`src/rtl/rgb2dvi_pkg.sv`:
```
// rtl/rgb2dvi_pkg.sv - TMDS control tokens and gearbox sizing helpers
package rgb2dvi_pkg;

  localparam logic [9:0] kCtl0 = 10'b1101010100;
  localparam logic [9:0] kCtl1 = 10'b0010101011;
  localparam logic [9:0] kCtl2 = 10'b0101010100;
  localparam logic [9:0] kCtl3 = 10'b1010101011;

  // Worst case holds a full word on top of up to 2*out-1 leftover bits.
  function automatic int gearbox_capacity(input int par_width, input int out_width);
    return par_width + 2 * out_width - 1;
  endfunction

  function automatic int gearbox_fill_width(input int par_width, input int out_width);
    return $clog2(gearbox_capacity(par_width, out_width) + 1);
  endfunction

endpackage

```
`src/rtl/tmds_gearbox_lane.sv`:
```
// rtl/tmds_gearbox_lane.sv - one lane's LSB-first shift buffer with word insert
module tmds_gearbox_lane
  import rgb2dvi_pkg::*;
#(
  parameter int kParallelWidth = 10,
  parameter int kOutWidth      = 4,
  parameter int kFillWidth     = gearbox_fill_width(kParallelWidth, kOutWidth)
) (
  input  logic                      clk,
  input  logic                      rst,
  input  logic                      emit,
  input  logic                      slip,
  input  logic                      load,
  input  logic [kFillWidth-1:0]     offset,
  input  logic [kParallelWidth-1:0] word,
  output logic [kOutWidth-1:0]      chunk
);

  localparam int kCapacity = gearbox_capacity(kParallelWidth, kOutWidth);

  logic [kCapacity-1:0] buffer;
  logic [kCapacity-1:0] shifted;
  logic [kCapacity-1:0] placed;
  logic [kCapacity-1:0] buffer_next;

  // Bits above fill are always zero, so the new word can simply be OR-ed in.
  always_comb begin
    shifted = buffer;
    if (emit) shifted = shifted >> kOutWidth;
    if (slip) shifted = shifted >> 1;
    placed      = {{(kCapacity - kParallelWidth){1'b0}}, word} << offset;
    buffer_next = load ? (shifted | placed) : shifted;
  end

  always_ff @(posedge clk or posedge rst) begin
    if (rst) buffer <= '0;
    else     buffer <= buffer_next;
  end

  assign chunk = buffer[kOutWidth-1:0];

endmodule

```
`src/rtl/tmds_gearbox.sv`:
```
// rtl/tmds_gearbox.sv - multi-lane TMDS word-to-chunk gearbox with slip, train and underrun
module tmds_gearbox
  import rgb2dvi_pkg::*;
#(
  parameter int kParallelWidth = 10,
  parameter int kOutWidth      = 4,
  parameter int kChannels      = 3,
  parameter logic [kParallelWidth-1:0] kTrainWord = kParallelWidth'(kCtl0)
) (
  input  logic                                PixelClk,
  input  logic                                aRst,
  input  logic [kChannels*kParallelWidth-1:0] pData,
  input  logic                                pValid,
  output logic                                pReady,
  input  logic                                pTrain,
  output logic [kChannels*kOutWidth-1:0]      sData,
  output logic                                sValid,
  input  logic                                sReady,
  input  logic                                sSlip,
  output logic                                sUnderrun
);

  localparam int kFillWidth = gearbox_fill_width(kParallelWidth, kOutWidth);
  localparam logic [kFillWidth-1:0] kOutFill    = kFillWidth'(kOutWidth);
  localparam logic [kFillWidth-1:0] kParFill    = kFillWidth'(kParallelWidth);
  localparam logic [kFillWidth-1:0] kReadyLimit = kFillWidth'(2 * kOutWidth);
  localparam logic [kFillWidth-1:0] kOne        = kFillWidth'(1);

  logic [kFillWidth-1:0] fill;
  logic [kFillWidth-1:0] fill_next;
  logic [kFillWidth-1:0] emit_bits;
  logic [kFillWidth-1:0] slip_bits;
  logic [kFillWidth-1:0] insert_offset;
  logic                  accept;
  logic                  emit;
  logic                  slip;
  logic                  slip_pending;
  logic                  started;

  assign pReady = (fill < kReadyLimit) && !aRst;
  assign sValid = (fill >= kOutFill);
  assign accept = pValid && pReady;
  assign emit   = sValid && sReady;
  assign slip   = slip_pending && (fill >= (emit ? kOutFill + kOne : kOne));

  // Insert offset is the fill left after this cycle's emit and slip shifts.
  assign emit_bits     = emit ? kOutFill : '0;
  assign slip_bits     = slip ? kOne : '0;
  assign insert_offset = fill - emit_bits - slip_bits;
  assign fill_next     = insert_offset + (accept ? kParFill : '0);

  always_ff @(posedge PixelClk or posedge aRst) begin
    if (aRst) begin
      fill         <= '0;
      slip_pending <= 1'b0;
      started      <= 1'b0;
      sUnderrun    <= 1'b0;
    end else begin
      fill         <= fill_next;
      slip_pending <= slip_pending ? !slip : sSlip;
      started      <= started | accept;
      sUnderrun    <= sUnderrun | (started && sReady && !sValid);
    end
  end

  for (genvar c = 0; c < kChannels; c++) begin : g_lane
    logic [kParallelWidth-1:0] lane_word;
    assign lane_word = pTrain ? kTrainWord : pData[c*kParallelWidth +: kParallelWidth];

    tmds_gearbox_lane #(
      .kParallelWidth(kParallelWidth),
      .kOutWidth     (kOutWidth),
      .kFillWidth    (kFillWidth)
    ) u_lane (
      .clk   (PixelClk),
      .rst   (aRst),
      .emit  (emit),
      .slip  (slip),
      .load  (accept),
      .offset(insert_offset),
      .word  (lane_word),
      .chunk (sData[c*kOutWidth +: kOutWidth])
    );
  end

endmodule

```
`config.mk`:
```
export PLATFORM = sky130hd
export DESIGN_NAME = tmds_gearbox
export DESIGN_NICKNAME = d
export VERILOG_FILES = /design/src/rtl/rgb2dvi_pkg.sv /design/src/rtl/tmds_gearbox_lane.sv /design/src/rtl/tmds_gearbox.sv
export SDC_FILE = /design/constraint.sdc
export NUM_CORES = 1
export LEC_CHECK = 0
export BUFFER_PORTS_ARGS = -buffer_cell sky130_fd_sc_hd__buf_2
export CORE_MARGIN = 1
export CORE_UTILIZATION = 53
export CTS_BUF_LIST = sky130_fd_sc_hd__clkbuf_8
export DETAILED_ROUTE_END_ITERATION = 8
export GPL_TIMING_DRIVEN = 0
export PLACE_DENSITY = 0.84
export SETUP_SLACK_MARGIN = 0.1
export SLEW_MARGIN = 10
export SYNTH_ARGS = -nofsm -noshare
export SYNTH_HDL_FRONTEND = slang
export SYNTH_SLANG_ARGS = --single-unit
```
`constraint.sdc`:
```
create_clock -name PixelClk -period 10.55 [get_ports PixelClk]
set_clock_uncertainty 0.1 [all_clocks]
set_input_delay 0.5275 -clock PixelClk [delete_from_list [all_inputs] [get_ports PixelClk]]
set_output_delay 0.5275 -clock PixelClk [all_outputs]
set_load 0.1 [all_outputs]
```
==> results.yml <==
sta:
  maxSlewHeadroom_pct: 46.1
  hold_viol: 0
  layout_setup_ws_ns: 4.76
  final_max_slew_viol_count: 0
  worst_pin_slew_ns: 0.809
  period_share_pct: 54.9
  fin_crit_ns: 5.79
  finalSetupViolCount: 0
  hold_slack_ns: 0.0991
  fmax_mhz: 173
  rsz0062_at_grt: "false"
  fin_setup_tns_ns: 0
floorplanning:
  dieHeight_um: 98.7
  ios: 51
  dieArea_um2: 9730
  dieWidth_um: 98.7
  core-area_um2: 8890
  initial_core_util_pct: 55.7
  rows: 34
cts:
  path_clk_slew_ns: 0.07
  cts_tree: "built"
  cts_buffers: 9
  cts_setup_buffers: 0
  insertion_delay_ns: 0.36
  clockRootBuffer: "clkbuf_8"
  clock_path_buffers: 2
  hold_buffers: 0
  cts_sinks: 59
  ctsResizeCount: 0
  htree_levels: 3
route:
  drt_first_pass_iters: 8
  route.antenna.remaining_nets: 0
  drt_wl_total_mm: 16.5
  drtIter0Drc: 467
  wire_per_inst_um: 22.1
  vias: 4888
  viasPerCell: 6.55
  drc: 0
logic_synthesis:
  yosys.area.top_type: "dfrtp_1"
  ys_top_cells_by_area: "dfrtp_1, mux2i_1, nand2_1, mux2_2, o21ai_0"
  ys_types: 64
  netlist_top_cells_count: "mux2i_1, nand2_1, dfrtp_1, nor2_1, o21ai_0"
  ys_ff_latch: 59
  syn_area_um2: 4950
  synthMuxAreaShare_pct: 22.2
  synth_top_family_by_area: "multiplexers"
  yosys_warnings: 0
  synth-async-reset-ratio_pct: 100
  synthCells: 571
  ys_seq_area_share_pct: 29.8
  synth_edf_count: 0
  synth.most_common_cell: "mux2i_1"
  synth_xor_area_share_pct: 1.59
  synth_area_per_cell_um2: 8.67
  syn_nets: 617
  synth_compound_area_share_pct: 18.7
  yosys.area_share.simple_pct: 17.7
  synthDominantCellAreaShare_pct: 29.8
  synthFlopType: "dfrtp_1"
  synthAdderAreaFrac_pct: 2.53
cells_and_area:
  multi_input_area_um2: 3110
  n_antenna_cell: 0
  final_cells: 746
  synthToLayoutAreaGrowth_pct: 11.8
  nets: 679
  fillCellCount: 792
  drive_gt1_share_pct: 20.7
  seqCellArea_um2: 1480
critical_path:
  critPathKind: "reg -> reg"
  cp_max_fo: 10
  path_buf_inv: 10
  worst_ep_arrival_time_ns: 5.96
  cp-start-kind: "register"
  worst_setup_path_end_kind: "register"
  cp_top_family: "buffers and inverters"
  cp_slowest_stage_delay_ns: 0.49
  crit_path_top_delay_cell: "nor2_1"
  crit_top_cell: "buf_2"
  path_cells: "o31ai_1 > buf_2 > inv_1 > clkbuf_1 > ha_1 > o21ai_0 > a21bo_2 > clkbuf_1 > inv_1 > buf_2 > buf_2 > ha_1 > inv_1 > ha_1 > and4bb_1 > xnor2_1 > inv_2 > nor2_1 > buf_2 > nand4_1 > o211ai_1"
  worstPathRequired_ns: 10.72
grt:
  grt_overflow_total: 0
  met3_usage_pct: 5.60
  grt_pass1_wl_mm: 26.2
  grt_max_degree: 39
  use_met1_pct: 49.0
  antenna_found_initial: 0
  grt_usage_pct: 35.5
  grt-busiest-layer: "met2"
  use_met2_pct: 57.2
  grt_pass1_vias: 4816
place:
  place.gp.congestion: 0.978
  dp.cells: 730
  io_buffers: 50
  dp_hpwl_mm: 12.5
  place_ws_ns: 4.91
hold_path:
  min_path_type: "in -> async"
run_status:
  status: "finished, final reports clean"
flow_run:
  maxCapViolCount: 0
kinds of logic after synthesis:
kind of cell | count (synthesis)
xor gates and xnor gates | 6
DFF | 59
AOI/OAI and AO/OA | 128
adders and majority gates | 10
and+or+nand+nor | 191
muxes | 107
buffers and inverters | 70
area by class of cell:
type | count | share of cell area, %
clock buffers | 11 | 2.73
flip-flops and latches | 59 | 26.7
clock inverters | 5 | 0.520
plain buffers | 54 | 5.45
well taps | 108 | 2.44
inverters | 16 | 1.22
repair buffers | 51 | 4.88
multi-input cells | 442 | 56.1
registers in the layout, indices dropped and copies added, names as in the netlist:
| signal | flops |
|---|---|
| slip_pending | 1 |
| started | 1 |
| fill | 5 |
| g_lane.u_lane.buffer | 51 |
| sUnderrun | 1 |
cell usage in the layout (no fill, tap or decap), drive strengths merged, types with 17 or more instances in the layout:
master / Yosys / final
a21oi: 17 / 17
buf: 34 / 85
clkbuf: 20 / 31
dfrtp: 59 / 59
inv: 16 / 17
mux2: 19 / 19
mux2i: 88 / 88
nand2: 84 / 84
nor2: 41 / 41
o21ai: 34 / 34
stage by stage:
stage | cell area [µm²] | util [%]
floorplan | 4950 | -
global placement | 5340 | 60.0
detailed placement | 5360 | 60.2
CTS | 5540 | 62.3
global route | 5540 | 62.3
finish | 5540 | 62.3
worst paths after layout:
path | start | endpoint | slack [ns] | cells after the start
worst max-delay path | fill[3]$_DFF_PP0_ | g_lane[0].u_lane.buffer[1]$_DFF_PP0_ | 4.76 | 21
worst min-delay path | aRst | fill[3]$_DFF_PP0_ | 0.1 | 2
worst max register to register | fill[3]$_DFF_PP0_ | g_lane[0].u_lane.buffer[1]$_DFF_PP0_ | 4.76 | 21
worst min register to register | started$_DFF_PP0_ | started$_DFF_PP0_ | 0.39 | 1
max in group asynchronous | aRst | g_lane[2].u_lane.buffer[14]$_DFF_PP0_ | 9.66 | 3
min in group PixelClk | sSlip | slip_pending$_DFF_PP0_ | 0.31 | 3
layer usage:
layer  routed length (µm)  up-vias  part of all wire [%]
met3                 1510       48                   9.2
met1                 7000     2343                    43
met2                 7440      305                    45
met4                  508        0                   3.1
li1                     -     2192                     -
met5                    0        -                     0
worst reg2reg max path: stages, from the launching register on:
cell	delay (ns)
dfrtp_1	0.43
o31ai_1	0.41
buf_2	0.34
inv_1	0.09
clkbuf_1	0.27
ha_1	0.36
o21ai_0	0.14
a21bo_2	0.23
clkbuf_1	0.14
inv_1	0.10
buf_2	0.28
buf_2	0.32
ha_1	0.30
inv_1	0.06
ha_1	0.14
and4bb_1	0.24
xnor2_1	0.36
inv_2	0.16
nor2_1	0.50
buf_2	0.38
nand4_1	0.20
o211ai_1	0.16
Power is left out: the tool's default activity adds up to more than one toggle a clock period on the data nets, which glitch-free logic cannot reach.
